==> src/rtl/unframer.sv <==
// Receive-side unframer: strips START/STOP delimiters and escape prefixes from a
// raw byte stream and emits each frame as one AXI4-Stream packet with tlast.
module unframer #(
  parameter logic [7:0] ESCAPE_BYTE = 8'h7F,
  parameter logic [7:0] START_BYTE  = 8'h7D,
  parameter logic [7:0] STOP_BYTE   = 8'h7E
) (
  input  logic       aclk,
  input  logic       aresetn,
  input  logic       target_tvalid,
  output logic       target_tready,
  input  logic [7:0] target_tdata,
  input  logic       target_tlast,
  output logic       initiator_tvalid,
  input  logic       initiator_tready,
  output logic [7:0] initiator_tdata,
  output logic       initiator_tlast,
  output logic       frame_error
);

  // state  | meaning
  // HUNT   | outside a frame, discarding bytes until START
  // DATA   | inside a frame, next byte is payload or a control byte
  // ESC    | previous byte was ESCAPE, next byte is taken literally
  typedef enum logic [1:0] {
    S_HUNT = 2'd0,
    S_DATA = 2'd1,
    S_ESC  = 2'd2
  } state_e;

  state_e     state_q, state_d;
  logic       h_valid_q;
  logic [7:0] h_data_q;
  logic       o_valid_q;
  logic [7:0] o_data_q;
  logic       o_last_q;
  logic       err_q, err_d;

  logic       accept;
  logic       push, push_last;
  logic       h_load, h_clr;
  logic       is_special;

  logic       unused_tlast;
  assign unused_tlast = target_tlast;

  assign target_tready = aresetn && (!o_valid_q || initiator_tready);
  assign accept        = target_tvalid && target_tready;
  assign is_special    = (target_tdata == START_BYTE) || (target_tdata == STOP_BYTE) ||
                         (target_tdata == ESCAPE_BYTE);

  always_ff @(posedge aclk or negedge aresetn) begin
    if (!aresetn) begin
      state_q <= S_HUNT;
    end else begin
      state_q <= state_d;
    end
  end

  always_comb begin
    state_d = state_q;
    if (accept) begin
      case (state_q)
        S_HUNT: if (target_tdata == START_BYTE) state_d = S_DATA;
        S_DATA: begin
          if (target_tdata == ESCAPE_BYTE)    state_d = S_ESC;
          else if (target_tdata == STOP_BYTE) state_d = S_HUNT;
        end
        S_ESC:   state_d = S_DATA;
        default: state_d = S_HUNT;
      endcase
    end
  end

  // The held byte is only released once the following byte tells us whether it closes the frame.
  always_comb begin
    push      = 1'b0;
    push_last = 1'b0;
    h_load    = 1'b0;
    h_clr     = 1'b0;
    err_d     = 1'b0;
    if (accept) begin
      case (state_q)
        S_HUNT: if (target_tdata == START_BYTE) h_clr = 1'b1;
        S_DATA: begin
          if (target_tdata == ESCAPE_BYTE) begin
            push = 1'b0;
          end else if (target_tdata == STOP_BYTE) begin
            push      = h_valid_q;
            push_last = h_valid_q;
            h_clr     = 1'b1;
            err_d     = !h_valid_q;
          end else if (target_tdata == START_BYTE) begin
            push      = h_valid_q;
            push_last = h_valid_q;
            h_clr     = 1'b1;
            err_d     = h_valid_q;
          end else begin
            push   = h_valid_q;
            h_load = 1'b1;
          end
        end
        S_ESC: begin
          push   = h_valid_q;
          h_load = 1'b1;
          err_d  = !is_special;
        end
        default: h_clr = 1'b1;
      endcase
    end
  end

  always_ff @(posedge aclk or negedge aresetn) begin
    if (!aresetn) begin
      h_valid_q <= 1'b0;
      h_data_q  <= 8'h00;
      o_valid_q <= 1'b0;
      o_data_q  <= 8'h00;
      o_last_q  <= 1'b0;
      err_q     <= 1'b0;
    end else begin
      if (h_load) begin
        h_valid_q <= 1'b1;
        h_data_q  <= target_tdata;
      end else if (h_clr) begin
        h_valid_q <= 1'b0;
      end
      // A push only happens when O is empty or being drained this cycle, so no bubble.
      if (push) begin
        o_valid_q <= 1'b1;
        o_data_q  <= h_data_q;
        o_last_q  <= push_last;
      end else if (initiator_tready) begin
        o_valid_q <= 1'b0;
      end
      err_q <= err_d;
    end
  end

  assign initiator_tvalid = o_valid_q;
  assign initiator_tdata  = o_data_q;
  assign initiator_tlast  = o_last_q;
  assign frame_error      = err_q;

endmodule

==> config.mk <==
export PLATFORM = sky130hd
export DESIGN_NAME = unframer
export DESIGN_NICKNAME = d
export VERILOG_FILES = /design/src/rtl/unframer.sv
export SDC_FILE = /design/constraint.sdc
export NUM_CORES = 1
export LEC_CHECK = 0
export CORE_UTILIZATION = 43
export CTS_CLUSTER_SIZE = 28
export DETAILED_ROUTE_END_ITERATION = 10
export HOLD_SLACK_MARGIN = 0.08
export PLACE_DENSITY = 0.69
export SLEW_MARGIN = 25
export SYNTH_ARGS = -nofsm -noshare
export SYNTH_HDL_FRONTEND = slang
export SYNTH_SLANG_ARGS = --single-unit
export TNS_END_PERCENT = 1
==> constraint.sdc <==
create_clock -name aclk -period 2 [get_ports aclk]
set_input_delay 0.4 -clock aclk [delete_from_list [all_inputs] [get_ports aclk]]
set_output_delay 0.4 -clock aclk [all_outputs]
set_load 0.02 [all_outputs]
==> impl_metrics.tcl, run 1 <==
set metrics [dict create \
    min_from "target_tdata[7]" \
    hold_slack_ns 0.3658 \
    route.detailed.drc 0 \
    maxUsedRoutingLayer "met4" \
    boundaryPins 25 \
    cts-resized-gates 5 \
    cp_slowest_cell "or4_1" \
    dr.pass1.iters 4 \
    area_growth_pct 37.08 \
    crit_start "state_q[0]" \
    critPathMaxStageDelay_ns 0.51 \
    power_density_nw_per_um2 1264 \
    die_area_sq_um 2984 \
    met2_length_microns 1201 \
    drv_slew 0 \
    gp_congestion 0.8511 \
    cp_max_fo 6 \
    yosysTopAreaCell "dfrtp_1" \
    rrSetupSlack_ns 0.06 \
    async_reset_ff_frac 1.000 \
    r2r-start "state_q[0]" \
    synth-edff-count 0 \
    dpl.hpwl_microns 1900 \
    yosys-top-cells-count "22 x dfrtp_1, 9 x mux2_4, 8 x mux2_2" \
    cts_buffer_depth 2 \
    fin_crit_sh 0.9719 \
    die_w_microns 54.63 \
    synth_cell_types 33 \
    worst_pin_slew_ns 0.2967 \
    setup-tns-final_ns 0 \
    utilization 0.6416 \
    cp.depth 6 \
    worstPathRequired_ns 2.21 \
    via_count 881 \
    syn_area_per_cell_sq_um 12.15 \
    grtUsageTotal 0.1828 \
    finalHoldViolCount 0 \
    rsz0062_at_grt "no" \
    cts_hold_buf 0 \
    layout.nets 158 \
    synth-main-ff-cell "dfrtp_1" \
    ant_nets 0 \
    antenna_found_initial 0 \
    timing.rr.end "initiator_tdata[4]" \
    grt_pass1_wl_microns 3726 \
    synth_area_leaders "dfrtp_1 46%, mux2_4 11%, mux2_2 7.6%" \
    p_leak_nw 0.7515 \
    endpoint_kind "flop" \
    place_inst 165 \
    final.min_clock_period_ns 1.944 \
    pre_cts_ws_ns -0.3805 \
    cts_buffers 3 \
    via_per_inst 5.213 \
    postPlaceCellArea_sq_um 1564 \
    drive_above_1_share 0.3597 \
    ys_seq_area_frac 0.4622 \
    cts_tree "yes" \
    netlist_area_sq_um 1191 \
    cts_num_sinks 22 \
    wl_met3_microns 122 \
    cts_setup_buffers 0 \
    worstPathArrival_ns 2.15 \
    routedWlPerCell_microns 14.68 \
    finalWorstSetupSlack_ns 0.05623 \
    die_h_microns 54.63 \
    path_clk_slew_ns 0.12 \
    grt_max_degree 18 \
    design.core.area_sq_um 2545 \
    hold_class "primary input to flop" \
    met1_length_microns 1138 \
    finalNonFillerCells 169 \
    ys_ff_latch 22 \
    peakVddDrop_uv 973.5 \
    root_buffer "clkbuf_4" \
    synth.most_common_cell "dfrtp_1" \
    grt_overflow_total 0 \
    status "finished, final reports clean" \
    n_antenna_cell 0 \
    n_fill_cell 208 \
    syn_inst 98 \
    finalClockSkew_ns 0.003146 \
    wirelength_microns 2481 \
    crit_type "flop to flop" \
    finalSetupViolations 0 \
    drv_cap 0 \
    clock.fmax_ghz 0.5145 \
    cp.buffers_inverters 2 \
    design_area_sq_um 1633 \
    htreeDepth 1 \
    startpoint_type "flop" \
    syn-num-nets 116 \
    drt-initial-drc-count 12 \
    maxSlewHeadroom 0.7997 \
    grt_pass1_vias 812 \
    rows 18 \
    port_buffers 23 \
    ys_warn_count 0 \
    reg2regPathDepth 6 \
    synth_top_area_share 0.4622 \
    start_util 0.4680 \
    clk_latency_ns 0.31 \
    critPathTopFamily "simple AND/OR/NAND/NOR gates" \
    crit_end "initiator_tdata[4]" \
    cp_cell_sequence "inv_1 > ha_2 > or4_1 > and4_1 > buf_4 > mux2_4" \
    power_mw 2.065 \
]
## area by class of cell
class	instances	area [sq um]	share of cell area
inverter	3	11.26	0.006897
timing repair buffer	41	362.8	0.2222
multi-input combinational	69	618.1	0.3785
tap	30	37.54	0.02299
sequential	22	550.5	0.3372
clock buffer	3	22.52	0.01379
clock inverter	1	30.03	0.01839
## placed cells by master (no fill, tap or decap), types with 2 or more instances in the layout
cell and n:
dfrtp_1 22, ha_1 4, clkbuf_4 3, mux2_2 8, nor3_1 2, or2_2 4
dlygate4sd2_1 4, o21ai_0 3, inv_1 3, buf_4 18, nor2b_1 2, clkdlybuf4s50_1 18
mux2i_1 2, nor2_1 7, nand2_1 7, mux2_4 9
## kinds of logic after synthesis
kind of cell,count (synthesis),synth area share
compound gates,12,0.07774
xor+xnor,1,0.007354
fa+ha+maj,5,0.05252
buf+inv,7,0.03466
flops,22,0.4622
mux,19,0.2059
simple gates,32,0.1597
## where the power goes
group	total [mW]	internal, mW	switching [mW]
logic	0.978	0.555	0.423
clock network	0.338	0.203	0.135
registers	0.749	0.639	0.110
## layer usage
metal,up-vias,global-route usage
met4,0,0.05128
met5,-,0
met1,417,0.2230
met3,5,0.06111
met2,23,0.3032
li1,436,-
## how the worst min path moves through the flow
| stage | endpoint | cells past startpoint |
|---|---|---|
| 3_5_place_dp | initiator_tdata[5] | 1 |
| 4_1_cts | state_q[0] | 2 |
| 3_3_place_gp | initiator_tdata[4] | 1 |
| 6_report | h_data_q[7] | 2 |
| 2_1_floorplan | frame_error | 0 |
| 5_1_grt | h_data_q[7] | 2 |
## registers in the layout, summed over array words and instances (netlist names)
register          count
frame_error           1
h_data_q              8
h_valid_q             1
initiator_tdata       8
initiator_tlast       1
initiator_tvalid      1
state_q               2
Power figures use the tool's default switching activity.
==> inputs of run 2 (changes only) <==
--- a/config.mk
+++ b/config.mk
@@ -5,6 +5,7 @@
 export SDC_FILE = /design/constraint.sdc
 export NUM_CORES = 1
 export LEC_CHECK = 0
+export CORE_MARGIN = 10
 export CORE_UTILIZATION = 43
 export CTS_CLUSTER_SIZE = 28
 export DETAILED_ROUTE_END_ITERATION = 10
==> run 2 against run 1 <==
- register-to-register slack hardly changed
- non-clock buffer count rose by 4
- largest power group unchanged
- routed wire length up 7.9%
- utilization down 3.9 points
- die area increased by 77%
- clock skew up 0.0015 ns
- first-iteration DRC count is 92% higher
- sequential cell count stayed put
- highest routed layer is now met3
- setup slack worse by 0.044 ns
==> impl_metrics.tcl, run 2 (synthesized netlist as in run 1, its figures left out) <==
set metrics [dict create \
    fin_crit_sh 0.9939 \
    grt_pass1_wl_microns 4574 \
    finalClockSkew_ns 0.004679 \
    p_clk_frac 0.098 \
    route.detailed.drc 0 \
    n_antenna_cell 0 \
    boundaryPins 25 \
    peakVddDrop_uv 902.4 \
    cts_setup_buffers 0 \
    cts_num_sinks 22 \
    path_clk_slew_ns 0.11 \
    power_density_nw_per_um2 1199 \
    die_area_sq_um 5275 \
    power_mw 1.958 \
    ant_nets 0 \
    design_area_sq_um 1633 \
    intPower_mw 1.284 \
    htreeDepth 1 \
    rows 19 \
    multi_input_area_sq_um 614.3 \
    finalHoldViolCount 0 \
    finalWorstSetupSlack_ns 0.01225 \
    worstPathArrival_ns 2.19 \
    n_fill_cell 240 \
    design.core.area_sq_um 2710 \
    area_growth_pct 37.08 \
    final.min_clock_period_ns 1.988 \
    cts_buffers 3 \
    p_sw_frac 0.3443 \
    status "finished, final reports clean" \
    cts_tree "yes" \
    startpoint_type "primary input" \
    crit_type "primary input to flop" \
    hold_class "primary input to asynchronous set/reset pin" \
    grt_pass1_vias 942 \
    rsz0062_at_grt "no" \
    worst_pin_slew_ns 0.3571 \
    utilization 0.6025 \
    power_frac_comb 0.518 \
    maxSlewHeadroom 0.7589 \
    drv_slew 0 \
    via_count 887 \
    port_buffers 23 \
    postPlaceCellArea_sq_um 1595 \
    grtUsageTotal 0.1062 \
    grt_max_degree 20 \
    layout_commonest_cell "dfrtp_1" \
    antenna_found_initial 0 \
    grt_overflow_total 0 \
    finalNonFillerCells 173 \
    via_per_inst 5.127 \
    dr.pass1.iters 4 \
    drv_cap 0 \
    routedWlPerCell_microns 15.47 \
    clk_latency_ns 0.30 \
    place_inst 170 \
    layout.nets 162 \
    cts_buffer_depth 2 \
    dpl.hpwl_microns 2204 \
    setup-tns-final_ns 0 \
    p_leak_nw 0.7456 \
    pre_cts_ws_ns -0.3871 \
    switchingPower_uw 674.2 \
    hold_slack_ns 0.4392 \
    wirelength_microns 2676 \
    drt-initial-drc-count 23 \
    root_buffer "clkbuf_4" \
    die_h_microns 72.63 \
    endpoint_kind "flop" \
    cp_max_fo 5 \
    gp_congestion 0.8894 \
    die_w_microns 72.63 \
    cts_hold_buf 0 \
    regArea_sq_um 550.5 \
    final_cell_mix "22 x dfrtp_1, 21 x buf_4, 19 x clkdlybuf4s50_1, 9 x mux2_4, 8 x mux2_2" \
    start_util 0.4395 \
    p_seq_frac 0.383 \
    finalSetupViolations 0 \
    drive_above_1_share 0.3803 \
    clock.fmax_ghz 0.5031 \
    worstPathRequired_ns 2.20 \
]
run 2: path summary, 6_finish.rpt:
path | from | endpoint | slack (ns) | cells after the start
worst max-delay path | target_tdata[7] | initiator_tdata[5] | 0.01 | 6
worst min-delay path | aresetn | initiator_tvalid | 0.44 | 2
worst max register to register | state_q[0] | initiator_tdata[5] | 0.07 | 6
worst min register to register | h_data_q[7] | initiator_tdata[7] | 0.51 | 1
max in group asynchronous | aresetn | h_valid_q | 1.28 | 2
min in group aclk | h_data_q[7] | initiator_tdata[7] | 0.51 | 1
run 2: power groups by stage:
stage | clock (mW) | combinational [mW] | sequential (mW)
2_1_floorplan | 0 | 0.492 | 0.849
3_3_place_gp | 0 | 0.985 | 0.746
3_5_place_dp | 0 | 1.01 | 0.762
4_1_cts | 0.205 | 1.01 | 0.753
5_1_grt | 0.226 | 1.11 | 0.776
6_report | 0.192 | 1.02 | 0.750
run 2: metal layers:
layer	up-vias	GRT usage	wire length (microns)
li1	437	-	-
met1	431	0.1225	1094
met2	19	0.1859	1429
met3	0	0.04082	152
met4	0	0.01266	0
met5	-	0	0
run 2: cell type report:
class | count | share of cell area
multi-input cells | 69 | 0.3762
flip-flops and latches | 22 | 0.3372
repair buffers | 45 | 0.2421
well taps | 31 | 0.02375
clock buffers | 3 | 0.01379
inverters | 3 | 0.006897
run 2: worst max-delay path, cell delays in order:
cell and delay (ns):
clkdlybuf4s50_1 0.42, nand4b_4 0.18, or4_1 0.52, and4_4 0.21
buf_4 0.16, mux2_4 0.30
run 2: what timing repair did:
action	in CTS	in global routing
endpoints found under the setup margin	19	21
pin swaps	1	0
resized for setup	5	7
gates cloned	0	0
==> inputs of run 3 (changes only) <==
--- a/config.mk
+++ b/config.mk
@@ -11,6 +11,7 @@
 export DETAILED_ROUTE_END_ITERATION = 10
 export HOLD_SLACK_MARGIN = 0.08
 export PLACE_DENSITY = 0.69
+export SKIP_CTS_REPAIR_TIMING = 1
 export SLEW_MARGIN = 25
 export SYNTH_ARGS = -nofsm -noshare
 export SYNTH_HDL_FRONTEND = slang
==> run 3 against run 2 <==
- register-to-register slack about the same
- via count decreased by 0.34%
- cell count unchanged
- largest power group unchanged
==> impl_metrics.tcl, run 3 (synthesized netlist as in run 1, its figures left out) <==
set metrics [dict create \
    status "finished, final reports clean" \
    cts_buffer_depth 2 \
    finalHoldViolCount 0 \
    rsz0062_at_grt "no" \
    drv_cap 0 \
    crit_type "primary input to flop" \
    cts_tree "yes" \
    grt_overflow_total 0 \
    n_antenna_cell 0 \
    routedWlPerCell_microns 15.50 \
    peakVddDrop_uv 902.9 \
    cts_num_sinks 22 \
    gp_congestion 0.8894 \
    drt-initial-drc-count 22 \
    rrSetupSlack_ns 0.06 \
    cts_buffers 3 \
    design.core.area_sq_um 2710 \
    die_h_microns 72.63 \
    finalClockSkew_ns 0.005540 \
    fin_crit_sh 0.9810 \
    start_util 0.4395 \
    multi_input_area_sq_um 614.3 \
    grt_max_degree 20 \
    wirelength_microns 2682 \
    die_w_microns 72.63 \
    timing.rr.end "initiator_tdata[5]" \
    boundaryPins 25 \
    min_from "target_tdata[4]" \
    via_count 884 \
    dpl.hpwl_microns 2204 \
    whs_path_depth 2 \
    reg2regPathDepth 6 \
    power_density_nw_per_um2 1190 \
    n_fill_cell 238 \
    dr.pass1.iters 4 \
    drv_slew 0 \
    worst_pin_slew_ns 0.3525 \
    rows 19 \
    worstPathArrival_ns 2.16 \
    grt_pass1_wl_microns 4574 \
    clock.fmax_ghz 0.5097 \
    design_area_sq_um 1647 \
    grt_pass1_vias 943 \
    regArea_sq_um 550.5 \
    worstPathRequired_ns 2.20 \
    p_leak_nw 0.7777 \
    maxSlewHeadroom 0.7620 \
    area_growth_pct 38.24 \
    postPlaceCellArea_sq_um 1595 \
    endpoint_kind "flop" \
    path_clk_slew_ns 0.11 \
    layout_commonest_cell "dfrtp_1" \
    hold_end "h_data_q[4]" \
    via_per_inst 5.110 \
    finalSetupViolations 0 \
    ant_nets 0 \
    drive_above_1_share 0.3803 \
    hold_class "primary input to flop" \
    port_buffers 23 \
    clk_latency_ns 0.30 \
    setup-tns-final_ns 0 \
    root_buffer "clkbuf_4" \
    route.detailed.drc 0 \
    die_area_sq_um 5275 \
    antenna_found_initial 0 \
    r2r-start "state_q[0]" \
    grtUsageTotal 0.1062 \
    layout.nets 162 \
    final.min_clock_period_ns 1.962 \
    cp_max_fo 5 \
    startpoint_type "primary input" \
    power_mw 1.960 \
    final_cell_mix "22 x dfrtp_1, 21 x buf_4, 19 x clkdlybuf4s50_1, 9 x mux2_4, 8 x mux2_2" \
    htreeDepth 1 \
]
## run 3: area by class of cell
type	instances	area share
Inverter	3	0.006839
Sequential cell	22	0.3343
Tap cell	31	0.02356
Clock buffer	3	0.01368
Timing Repair Buffer	45	0.2485
Multi-Input combinational cell	69	0.3731
## run 3: through the flow
stage,cells,hold WS (ns),setup WS [ns],util
after floorplan,98,0.1044,0.01844,-
final,173,0.4300,0.03804,0.6076
after CTS,173,0.4453,-0.2376,0.5970
after global placement,170,0.4853,-0.3573,0.5886
after global routing,173,0.4256,0.01036,0.6076
after detailed placement,170,0.4930,-0.3871,0.5886
## run 3: routing by layer
| layer | GRT usage | up-vias | part of all wire |
|---|---|---|---|
| met5 | 0 | - | 0 |
| li1 | - | 439 | - |
| met1 | 0.1225 | 416 | 0.40 |
| met4 | 0.01266 | 0 | 0 |
| met2 | 0.1859 | 29 | 0.53 |
| met3 | 0.04082 | 0 | 0.072 |
## run 3: worst max-delay path by stage
stage	from	to	slack, ns
global route	state_q[0]	initiator_tdata[5]	0.01
finish	target_tdata[1]	initiator_tdata[5]	0.04
detailed placement	target_tdata[5]	initiator_tdata[5]	-0.39
CTS	aresetn	target_tready	-0.24
global placement	aresetn	h_data_q[1]	-0.36
floorplan	state_q[0]	initiator_tdata[0]	0.02
## run 3: power breakdown
part           switching [mW]  internal, mW
clock network           0.123        0.0703
logic                   0.440         0.576
registers               0.111         0.639
## run 3: critical path: stages
cell and delay, ns:
clkdlybuf4s50_1 0.50, nand2_1 0.08, or4_1 0.51, and4_4 0.22, buf_4 0.16, mux2_4 0.30
